$ cat config.mk
export PLATFORM = sky130hd
export DESIGN_NAME = adc_spi_sequencer
export DESIGN_NICKNAME = d
export VERILOG_FILES = /design/src/rtl/adc_pkg.sv /design/src/rtl/adc_rate_timer.sv /design/src/rtl/adc_spi_sequencer.sv
export SDC_FILE = /design/constraint.sdc
export NUM_CORES = 1
export LEC_CHECK = 0
export CORE_MARGIN = 4
export CORE_UTILIZATION = 40
export DETAILED_ROUTE_END_ITERATION = 10
export PLACE_DENSITY_LB_ADDON = 0.15
export SYNTH_ARGS = -nofsm -noshare
export SYNTH_HDL_FRONTEND = slang
export SYNTH_SLANG_ARGS = --single-unit
$ cat constraint.sdc
create_clock -name clk -period 3.96 [get_ports clk]
set_input_delay 0.594 -clock clk [delete_from_list [all_inputs] [get_ports clk]]
set_output_delay 0.594 -clock clk [all_outputs]
set_load 0.03 [all_outputs]
$ cat src/rtl/adc_pkg.sv
// Shared constants, FSM state type and command-word helper for the ADC SPI sequencer.
package adc_pkg;
  localparam int ADC_DATA_W         = 12;
  localparam int ADC_CH_W           = 3;
  localparam int ADC_FRAME_BITS     = 16;
  localparam int ADC_ADDR_FIRST_BIT = 3;
  localparam int ADC_DATA_FIRST_BIT = 5;

  typedef enum logic [1:0] {IDLE, SETUP, SHIFT, HOLD} adc_state_t;

  // Command word {2'b00, addr, 11'b0}: address lands in SCLK periods 3..5, MSB first.
  function automatic logic [ADC_FRAME_BITS-1:0] adc_cmd(input logic [ADC_CH_W-1:0] addr);
    logic [ADC_FRAME_BITS-1:0] w;
    w = '0;
    w[ADC_FRAME_BITS-ADC_ADDR_FIRST_BIT -: ADC_CH_W] = addr;
    return w;
  endfunction
endpackage

$ cat src/rtl/adc_rate_timer.sv
// Free-running sample-rate divider; tick on the last count, held at zero while disabled.
module adc_rate_timer
  import adc_pkg::*;
#(
  parameter int SAMPLE_DIV = 1042
) (
  input  logic clk,
  input  logic rst,
  input  logic en,
  output logic tick
);
  localparam int CW = (SAMPLE_DIV > 1) ? $clog2(SAMPLE_DIV) : 1;
  localparam logic [CW-1:0] LAST = CW'(SAMPLE_DIV - 1);

  logic [CW-1:0] cnt;

  always_ff @(posedge clk) begin
    if (rst || !en)       cnt <= '0;
    else if (cnt == LAST) cnt <= '0;
    else                  cnt <= cnt + 1'b1;
  end

  assign tick = en && (cnt == LAST);
endmodule

$ cat src/rtl/adc_spi_sequencer.sv
// SPI master for the 8-channel 12-bit ADC: paces frames, sends the address, returns
// the previous frame's conversion with a one-cycle strobe and channel tag.
module adc_spi_sequencer
  import adc_pkg::*;
#(
  parameter int CLK_DIV    = 8,
  parameter int SAMPLE_DIV = 1042
) (
  input  logic                  clk,
  input  logic                  rst,
  input  logic                  en,
  input  logic [ADC_CH_W-1:0]   cfg_ch,
  input  logic                  cfg_scan,
  input  logic [ADC_CH_W-1:0]   cfg_scan_last,
  input  logic                  clr_overrun,
  output logic                  ADC_SCLK,
  output logic                  ADC_CS_N,
  output logic                  ADC_SADDR,
  input  logic                  ADC_SDAT,
  output logic [ADC_DATA_W-1:0] sample,
  output logic [ADC_CH_W-1:0]   sample_ch,
  output logic                  sample_valid,
  output logic                  busy,
  output logic                  overrun
);
  localparam int DW = (CLK_DIV > 1) ? $clog2(CLK_DIV) : 1;
  localparam logic [DW-1:0] DIV_LAST = DW'(CLK_DIV - 1);
  localparam logic [3:0]    BIT_LAST = 4'(ADC_FRAME_BITS - 1);

  adc_state_t                state;
  logic [DW-1:0]             div_cnt;
  logic                      div_done;
  logic [3:0]                bit_cnt;
  logic [ADC_FRAME_BITS-1:0] cmd;
  logic [ADC_DATA_W-1:0]     shreg;
  logic [ADC_CH_W-1:0]       cur_addr, last_addr, scan_ptr;
  logic                      discard;
  logic                      tick;

  adc_rate_timer #(.SAMPLE_DIV(SAMPLE_DIV)) u_timer (
    .clk  (clk),
    .rst  (rst),
    .en   (en),
    .tick (tick)
  );

  assign div_done = (div_cnt == DIV_LAST);

  always_ff @(posedge clk) begin
    if (rst) begin
      state        <= IDLE;
      div_cnt      <= '0;
      bit_cnt      <= '0;
      cmd          <= '0;
      shreg        <= '0;
      cur_addr     <= '0;
      last_addr    <= '0;
      scan_ptr     <= '0;
      discard      <= 1'b1;
      ADC_SCLK     <= 1'b1;
      ADC_CS_N     <= 1'b1;
      ADC_SADDR    <= 1'b0;
      sample       <= '0;
      sample_ch    <= '0;
      sample_valid <= 1'b0;
      busy         <= 1'b0;
      overrun      <= 1'b0;
    end else begin
      sample_valid <= 1'b0;
      if (tick && state != IDLE) overrun <= 1'b1;
      else if (clr_overrun)      overrun <= 1'b0;
      div_cnt <= div_done ? '0 : div_cnt + 1'b1;

      case (state)
        IDLE: begin
          div_cnt <= '0;
          if (!en) discard <= 1'b1;
          if (tick) begin
            state    <= SETUP;
            busy     <= 1'b1;
            ADC_CS_N <= 1'b0;
            if (cfg_scan) begin
              cur_addr <= scan_ptr;
              cmd      <= adc_cmd(scan_ptr);
              scan_ptr <= (scan_ptr >= cfg_scan_last) ? '0 : scan_ptr + 1'b1;
            end else begin
              cur_addr <= cfg_ch;
              cmd      <= adc_cmd(cfg_ch);
            end
          end
        end
        SETUP: if (div_done) begin
          state     <= SHIFT;
          bit_cnt   <= '0;
          ADC_SCLK  <= 1'b0;
          ADC_SADDR <= cmd[ADC_FRAME_BITS-1];
          cmd       <= {cmd[ADC_FRAME_BITS-2:0], 1'b0};
        end
        SHIFT: if (div_done) begin
          // Only the last 12 captures survive in shreg, i.e. periods 5..16.
          if (!ADC_SCLK) begin
            ADC_SCLK <= 1'b1;
            shreg    <= {shreg[ADC_DATA_W-2:0], ADC_SDAT};
          end else if (bit_cnt == BIT_LAST) begin
            state     <= HOLD;
            ADC_CS_N  <= 1'b1;
            ADC_SADDR <= 1'b0;
          end else begin
            bit_cnt   <= bit_cnt + 1'b1;
            ADC_SCLK  <= 1'b0;
            ADC_SADDR <= cmd[ADC_FRAME_BITS-1];
            cmd       <= {cmd[ADC_FRAME_BITS-2:0], 1'b0};
          end
        end
        HOLD: if (div_done) begin
          state     <= IDLE;
          busy      <= 1'b0;
          discard   <= 1'b0;
          last_addr <= cur_addr;
          // The ADC answers with the conversion for the address of the previous frame.
          if (!discard) begin
            sample_valid <= 1'b1;
            sample       <= shreg;
            sample_ch    <= last_addr;
          end
        end
        default: state <= IDLE;
      endcase
    end
  end
endmodule
==> run metrics, run 1 <==
status=finished clean; Ports=33; initial detailed-routing violation count=67; routed via count=approximately 2400; Arr. time, crit path=2.57 ns; DRC viols=0; Setup crit end kind=register; final setup fails=0; max-cap violation count=0; number of synthesized register bits=68; Cell variety after synth=44; GRT overflow=0; Leak=1.38 nW; Worst EP required=around 4.2 ns; max incr delay on CP=between 0.5 and 0.6 ns; HP Class=register to register; CTS Buffer Depth=2; Clock Sinks=68; Starting Density=between 40% and 50%; first-pass GRT wire length=~10000 um; final wirelength=between 6000 and 7000 um; filler cell count=700; crit-path max FO=13; TritonCTS Buffers=9; max-slew violations=0; syn_nets=366; Worst path slowest cell=nor4_2; Seq/Total Area, Yosys=between 40% and 50%; setup repair bufs after CTS=0; Total GRT Usage=between 10% and 20%; Setup TNS Final=0 ns; Warnings, synthesis=0; ys flop type=dfxtp_1; Final Total Pwr=1.51 mW; post-synthesis async set-or-reset flop share=0%; Critical Path, Cell by Cell=ha_1 -> ha_1 -> nand2b_1 -> a21boi_1 -> nor4_2 -> mux2_1; Via density=approximately 5; # hold bufs at CTS=0; Syn-to-layout area delta=17.9%; post-DP HPWL=4200 um; fin crit period=2.35 ns; Worst Tran Pin Value=around 0.99 ns; # rows=31; Cell Pwr Density=417 mW/mm2; Final Hold Violating Endpoints=0; post_cts resized=0; Startpoint Class=register; core area=~0.0074 mm2; Rel. slew slack=between 30% and 40%; routability congestion estimate=between 0.8 and 0.9; clock latency at the later pin of the worst-skew pair=0.34 ns; Final ANT Viol Nets=0; CTS tree=built; DR pass1 iterations=4; post-layout net count=394; mapped cell area=around 0.0031 mm2; CP dominant cell by count=ha_1; largest net degree at the start of global routing=45; Die Ht=between 90 and 100 um; Cells after Synth=approximately 340; Peak supply drop=about 0.0002 V; Max Clock Freq=around 0.43 GHz; Die W=roughly 96 um; n_diodes=0; share of layout cells above drive strength 1=under 10%; Setup Skew=0.00920 ns; fin crit share=roughly three fifths; Avg Cell Area, Syn=9.05 um2; vias in the first global route=approximately 2200; initial antenna violation count=0; Reg clk slew, reported paths=0.07 ns; RSZ-0062 raised after global routing=no; Crit Path Class=register to register; H-tree levels=3; CTS Root Cell=clkbuf_8; die area=approximately 0.0091 mm2; number of enable flip-flop cells after synthesis=0; wire length per cell=approximately 13 um; Port Buffers=32
-- cells in the mapped netlist, types with 3 or more instances --
library cell	instances	area [um2]
dfxtp_1	68	1360
nand2_1	46	173
nor2_1	37	139
a21oi_1	26	130
mux2i_1	22	220
ha_1	15	188
nand2b_1	13	81.3
inv_1	12	45.0
clkbuf_1	11	41.3
nand3_1	8	40.0
nand4_1	8	50.1
nor3_1	7	35.0
o21ai_0	7	35.0
a211oi_1	5	37.5
xor2_1	5	43.8
nand3b_1	4	30.0
xnor2_1	4	35.0
and2_1	3	18.8
clkbuf_8	3	41.3
nor4_1	3	18.8
o2111ai_1	3	26.3
-- layout make-up --
| class | instances | area (um2) | share of cell area, % |
|---|---|---|---|
| clock buffers | 9 | 124 | 3.42 |
| clock inverters | 7 | 72.6 | 2.00 |
| inverters | 12 | 45.0 | 1.24 |
| multi-input cells | 243 | 1570 | 43.4 |
| flip-flops and latches | 68 | 1360 | 37.6 |
| well taps | 99 | 124 | 3.42 |
| repair buffers | 33 | 323 | 8.92 |
-- routing by layer --
layer  share of wire [%]  vias to the layer above  GRT usage, %
met1                  53                     1083          21.0
met5                   0                        -             0
met3                 3.0                        8          3.31
met4                 1.4                        0          7.70
li1                    -                     1232             -
met2                  42                       28          20.0
-- worst paths after layout --
path / from / to / slack [ns] / depth (start not counted)
max: div_cnt[0] / cmd[11] / 1.61 / 6
min: div_cnt[0] / div_cnt[0] / 0.43 / 1
max reg2reg: div_cnt[0] / cmd[11] / 1.61 / 6
min reg2reg: div_cnt[0] / div_cnt[0] / 0.43 / 1
-- power breakdown --
part           internal, mW  switching (mW)  total [mW]
combinational        0.0910           0.140       0.231
sequential            0.700          0.0158       0.716
clock                 0.293           0.272       0.564
total                  1.08           0.428        1.51
-- registers in the layout, summed over array words and instances (netlist names) --
name and cells:
ADC_SADDR 1, shreg 12, ADC_SCLK 1, cmd 5, ADC_CS_N 1, cur_addr 3, overrun 1, sample_ch 3
bit_cnt 4, busy 1, div_cnt 3, last_addr 3, discard 1, sample 12, scan_ptr 3, sample_valid 1
state 2, u_timer.cnt 11
-- worst max-delay path: cells and delay by family, from the launching register on --
family / cells / cell delay, ns
flops: 1 / 0.34
fa+ha+maj: 2 / 0.58
simple gates: 2 / 0.74
compound gates: 1 / 0.21
mux: 1 / 0.37
-- kinds of logic after synthesis --
| kind of cell | count (synthesis) | share of synthesized area [%] |
|---|---|---|
| AND/OR/NAND/NOR | 144 | 24.1 |
| flip-flops | 68 | 44.4 |
| AO/OA/AOI/OAI | 52 | 10.8 |
| buffers and inverters | 28 | 4.48 |
| multiplexers | 23 | 7.54 |
| adder cells (fa/ha/maj) | 15 | 6.11 |
| XOR/XNOR | 9 | 2.57 |
-- placed cells by master (no fill, tap or decap), types with 2 or more instances in the layout --
master           instances
ha_1                    15
mux2i_1                 22
a211oi_1                 5
and2_1                   3
xor2_1                   5
a21oi_1                 26
o31ai_1                  2
nor4_1                   3
nand3_1                  8
o21ai_0                  7
nor3_1                   7
nor2b_1                  2
clkinv_2                 2
and3_1                   2
a31oi_1                  2
clkbuf_8                 9
nand2_1                 46
clkinvlp_4               2
inv_1                   12
nor2_1                  37
nand3b_1                 4
inv_6                    2
nand2b_1                13
dfxtp_1                 68
and4_1                   2
nand4_1                  8
clkdlybuf4s50_1         31
o2111ai_1                3
xnor2_1                  4
-- through the flow --
stage / setup WS, ns / instance area, um2 / utilization, % / hold slack, ns / instances
2_1_floorplan: 2.12 / 3070 / - / 0.407 / 339
3_3_place_gp: 1.61 / 3420 / 46.5 / 0.415 / 455
3_5_place_dp: 1.62 / 3420 / 46.5 / 0.427 / 455
4_1_cts: 1.60 / 3620 / 49.1 / 0.438 / 471
5_1_grt: 1.34 / 3620 / 49.1 / 0.462 / 471
6_report: 1.61 / 3620 / 49.1 / 0.432 / 471
No activity file was read; power rests on OpenSTA's default activity.
==> inputs of run 2 (changes only) <==
clock period = 2.3 ns   (was 3.96 ns; I/O delays follow)
==> run metrics, run 2 (synthesis results as in run 1) <==
status=finished clean; Peak supply drop=0.000354 V; Setup TNS Final=0 ns; post-layout net count=401; Finished Layout Cells=478; DR pass1 iterations=5; Worst Tran Pin Value=between 0.6 and 0.7 ns; wire length per cell=12.8 um; Worst path slowest cell=a21boi_1; post-placement cell count=462; Max Clock Freq=between 0.4 and 0.5 GHz; Rel. slew slack=roughly 57%; WP buf/inv=0; Reg clk slew, reported paths=about 0.070 ns; Worst EP required=between 2 and 3 ns; n_diodes=0; GRT overflow=0; HP Class=register to register; Syn-to-layout area delta=20.3%; vias in the first global route=roughly 2300; Final Hold Violating Endpoints=0; Clock Sinks=68; commonest non-fill, non-tap cell in the layout=dfxtp_1; crit-path leading delay family=compound AO/OA/AOI/OAI gates; Cell Pwr Density=733 mW/mm2; Placed Area=0.00348 mm2; H-tree levels=3; CTS Buffer Depth=2; CTS tree=built; Setup Skew=just over 0.008 ns; Final ANT Viol Nets=0; most frequent cells in the layout=dfxtp_1 (68), nand2_1 (46), nor2_1 (37); Arr. time, crit path=2.28 ns; post_cts resized=0; initial antenna violation count=0; RSZ-0062 raised after global routing=no; routability congestion estimate=approximately 0.74; Port Buffers=32; fin worst setup slack=0.244 ns; # hold bufs at CTS=0; setup repair bufs after CTS=0; Crit Path Class=register to register; Startpoint Class=register; initial detailed-routing violation count=between 90 and 100; routed via count=approximately 2400; fin crit period=2.06 ns; Final Total Pwr=~2.7 mW; Die W=around 96 um; Via density=4.92; Top Registers=sample x12, shreg x12, u_timer.cnt x11; Setup crit end kind=register; filler cell count=~700; CTS Root Cell=clkbuf_8; crit-path max FO=8; Leak=1.43 nW; largest net degree at the start of global routing=41; DRC viols=0; fin area=approximately 0.0037 mm2; Total GRT Usage=around 15%; Ports=33; final setup fails=0; Critical Path, Cell by Cell=ha_1 -> ha_1 -> nand2b_1 -> a21boi_1 -> nor4_2 -> mux2_1; max-cap violation count=0; share of layout cells above drive strength 1=under 10%; Starting Density=between 40% and 50%; # rows=31; clock latency at the later pin of the worst-skew pair=around 0.34 ns; max-slew violations=0; TritonCTS Buffers=9; die area=~0.0091 mm2; CP dominant cell by count=ha_1; post-DP HPWL=about 4400 um; fin crit share=about 90%; Die Ht=95.6 um; final wirelength=~6100 um; first-pass GRT wire length=between 10000 and 15000 um; worst slack at placement=between 0.2 and 0.25 ns; core area=0.00737 mm2; max incr delay on CP=about 0.53 ns
==> run 2: power breakdown <==
part           switching (mW)  leakage, nW  total [mW]  internal (mW)
sequential             0.0281        0.548        1.23           1.21
clock                   0.460        0.111        1.07          0.613
combinational           0.234        0.771       0.398          0.164
total                   0.723         1.43        2.70           1.98
==> run 2: area by class of cell <==
| type | instances | area [um2] | share of cell area, % |
|---|---|---|---|
| Inverter | 12 | 45.0 | 1.22 |
| Multi-Input combinational cell | 243 | 1570 | 42.5 |
| Sequential cell | 68 | 1360 | 36.9 |
| Timing Repair Buffer | 40 | 375 | 10.2 |
| Tap cell | 99 | 124 | 3.36 |
| Clock buffer | 10 | 128 | 3.46 |
| Clock inverter | 6 | 87.6 | 2.37 |
==> run 2: metal layers <==
metal | wire length (um) | share of wire, % | track usage [%]
met5 | 0 | 0 | 0
met1 | 3140 | 51 | 20.4
met2 | 2640 | 43 | 21.5
met4 | 111 | 1.8 | 7.82
met3 | 235 | 3.8 | 3.47
==> run 2: path summary, 6_finish.rpt <==
path | endpoint | depth (start not counted) | startpoint | slack (ns)
max | cmd[11] | 6 | div_cnt[0] | 0.24
min | div_cnt[0] | 1 | div_cnt[0] | 0.44
max reg2reg | cmd[11] | 6 | div_cnt[0] | 0.24
min reg2reg | div_cnt[0] | 1 | div_cnt[0] | 0.44
==> run 2: worst register-to-register path, delay by kind of cell (launching register included) <==
| kind | cells | cell delay, ns |
|---|---|---|
| fa+ha+maj | 2 | 0.41 |
| mux | 1 | 0.33 |
| simple gates | 2 | 0.35 |
| flops | 1 | 0.32 |
| compound gates | 1 | 0.53 |
==> run 2: stage by stage <==
stage               util (%)  hold WS (ns)
floorplan                  -         0.407
global placement        47.2         0.413
detailed placement      47.2         0.431
CTS                     50.1         0.444
global route            50.1         0.462
finish                  50.1         0.439
==> inputs of run 3 (changes only) <==
SYNTH_HIERARCHICAL = 1   (was unset)
==> run metrics, run 3 <==
Reg clk slew, reported paths=approximately 0.080 ns; CTS Root Cell=clkbuf_8; final wirelength=6250 um; RSZ-0062 raised after global routing=no; number of enable flip-flop cells after synthesis=0; Rel. slew slack=roughly two thirds; Hold Path End=cmd[13]; Syn-to-layout area delta=21.3%; worst r2r dst=cmd[11]; Die Ht=between 90 and 100 um; initial detailed-routing violation count=115; initial antenna violation count=0; fin crit period=~2.2 ns; post-placement cell count=around 490; DRC viols=0; Cell Pwr Density=755 mW/mm2; most frequent cells in the layout=nand2_1 (75), dfxtp_1 (67), a21oi_1 (52); mapped cell area=approximately 0.0031 mm2; max-slew violations=0; Seq/Total Area, Yosys=44.5%; min-delay src=rst; Ports=33; post-DP HPWL=4330 um; # rows=31; most common cell in the netlist=nand2_1; Port Buffers=32; number of synthesized register bits=68; setup repair bufs after CTS=0; crit-path max FO=7; final setup fails=0; Warnings, synthesis=6; Final Hold Violating Endpoints=0; vias in the first global route=2350; Arr. time, crit path=2.44 ns; reg2reg path depth=6; Peak supply drop=between 0.0003 and 0.0004 V; syn_nets=just under 400; post-synth top area share=between 40 and 50%; ys flop type=dfxtp_1; commonest non-fill, non-tap cell in the layout=nand2_1; fin area=~0.0037 mm2; fin crit share=about 94%; hold-critical path depth=2; n_diodes=0; post-layout net count=between 400 and 500; Cell variety after synth=51; HP Class=primary input to register; largest net degree at the start of global routing=44; Cells after Synth=around 360; Starting Density=between 40% and 50%; Placed Area=around 0.0035 mm2; Startpoint Class=register; Via density=between 5 and 6; core area=around 0.0073 mm2; DR pass1 iterations=4; post-synthesis async set-or-reset flop share=0%; max-cap violation count=0; Finished Layout Cells=between 500 and 600; Setup TNS Final=0 ns; first-pass GRT wire length=~11000 um; FF-to-FF setup slack=roughly 0.13 ns; Leak=approximately 1.3 nW; wire length per cell=approximately 12 um; die area=about 0.0091 mm2; Avg Cell Area, Syn=~8.4 um2; H-tree levels=3; CTS Buffer Depth=2; TritonCTS Buffers=9; leading area contributor after synthesis=dfxtp_1; CTS tree=built; Crit Path Class=register to register; routed via count=2522; final core utilization=50.6%; Die W=about 95 um; GRT overflow=0; Setup crit end kind=register; FF-to-FF Start=u_timer/cnt[6]; Setup Skew=between 0.009 and 0.01 ns; share of layout cells above drive strength 1=12.6%; Top Registers=sample x12, shreg x12, u_timer/cnt x11; status=finished clean; Clock Sinks=68; Max Clock Freq=about 0.46 GHz; Worst Tran Pin Value=approximately 0.48 ns; Worst EP required=2.57 ns; main area contributors after synthesis=dfxtp_1 (45%), nand2_1 (9.2%), a21oi_1 (8.5%), ha_1 (6.5%), o21ai_0 (3.3%); Total GRT Usage=~15%; clock latency at the later pin of the worst-skew pair=roughly 0.34 ns; Synth top cells by count=nand2_1 (75), dfxtp_1 (68), a21oi_1 (52), o21ai_0 (20), nand3_1 (17); routability congestion estimate=0.760; Final ANT Viol Nets=0
run 3: changes by cell type in the layout (fill, tap and decap cells not counted), moves of 6 or more:
cell	previous run	this run
a21oi_1	26	52
buf_4	8	14
mux2i_1	22	4
nand2_1	46	75
nand2b_1	13	4
nand3_1	8	17
nor2_1	37	14
o21ai_0	7	20
run 3: worst max path at each step:
stage                               from  endpoint  slack, ns
after global routing      u_timer/cnt[6]   cmd[11]       0.03
after CTS                 u_timer/cnt[1]   cmd[11]       0.04
after floorplan           u_timer/cnt[1]   cmd[11]       0.02
after detailed placement  u_timer/cnt[6]   cmd[11]      0.008
final                     u_timer/cnt[6]   cmd[11]       0.13
after global placement                en   cmd[11]       0.08
run 3: metal layers:
layer	track usage (%)	part of all wire (%)
met1	19.7	51
met2	23.1	44
met3	2.84	3.6
met4	6.52	1.6
met5	0	0
run 3: where the power goes:
| group | internal [mW] | switching (mW) | total, mW | leakage, nW |
|---|---|---|---|---|
| registers | 1.22 | 0.0416 | 1.26 | 0.548 |
| logic | 0.222 | 0.303 | 0.526 | 0.638 |
| clock network | 0.516 | 0.499 | 1.01 | 0.101 |
run 3: final cells by class:
type | instances | area (um2)
Clock inverter | 7 | 81.3
Inverter | 14 | 52.6
Tap cell | 99 | 124
Fill cell | 709 | 3620
Multi-Input combinational cell | 261 | 1540
Clock buffer | 9 | 124
Sequential cell | 68 | 1360
Timing Repair Buffer | 46 | 420
run 3: worst max-delay path, stage by stage, from the launching register on:
cell and delay, ns:
dfxtp_1 0.37, nor4b_2 0.38, and4_4 0.29, nor2b_4 0.05, or3_4 0.37, or4_1 0.50, a21oi_1 0.14
run 3: through the flow:
step	setup slack [ns]	power, mW	hold slack, ns
after global routing	0.0280	2.94	0.368
after global placement	0.0835	1.81	0.429
final	0.127	2.80	0.372
after detailed placement	0.00757	1.81	0.434
after floorplan	0.0163	1.67	0.406
after CTS	0.0404	2.84	0.362
run 3: repair_timing:
| action | 4_1_cts | 5_1_grt |
|---|---|---|
| endpoints found under the setup margin | 1 | 3 |
| pin swaps | 0 | 2 |
| gates resized for setup | 1 | 1 |
| cloned | 0 | 0 |
| hold buffers | 0 | 0 |
| hold endpoints to repair | 0 | 0 |
run 3: cell families after synthesis:
logic type,Yosys count,synth area share (%)
AND/OR/NAND/NOR,148,24.3
AO/OA/AOI/OAI,90,16.7
flip-flops,68,44.5
buffers and inverters,33,5.77
adder cells (fa/ha/maj),16,6.55
multiplexers,4,1.31
XOR/XNOR,3,0.859
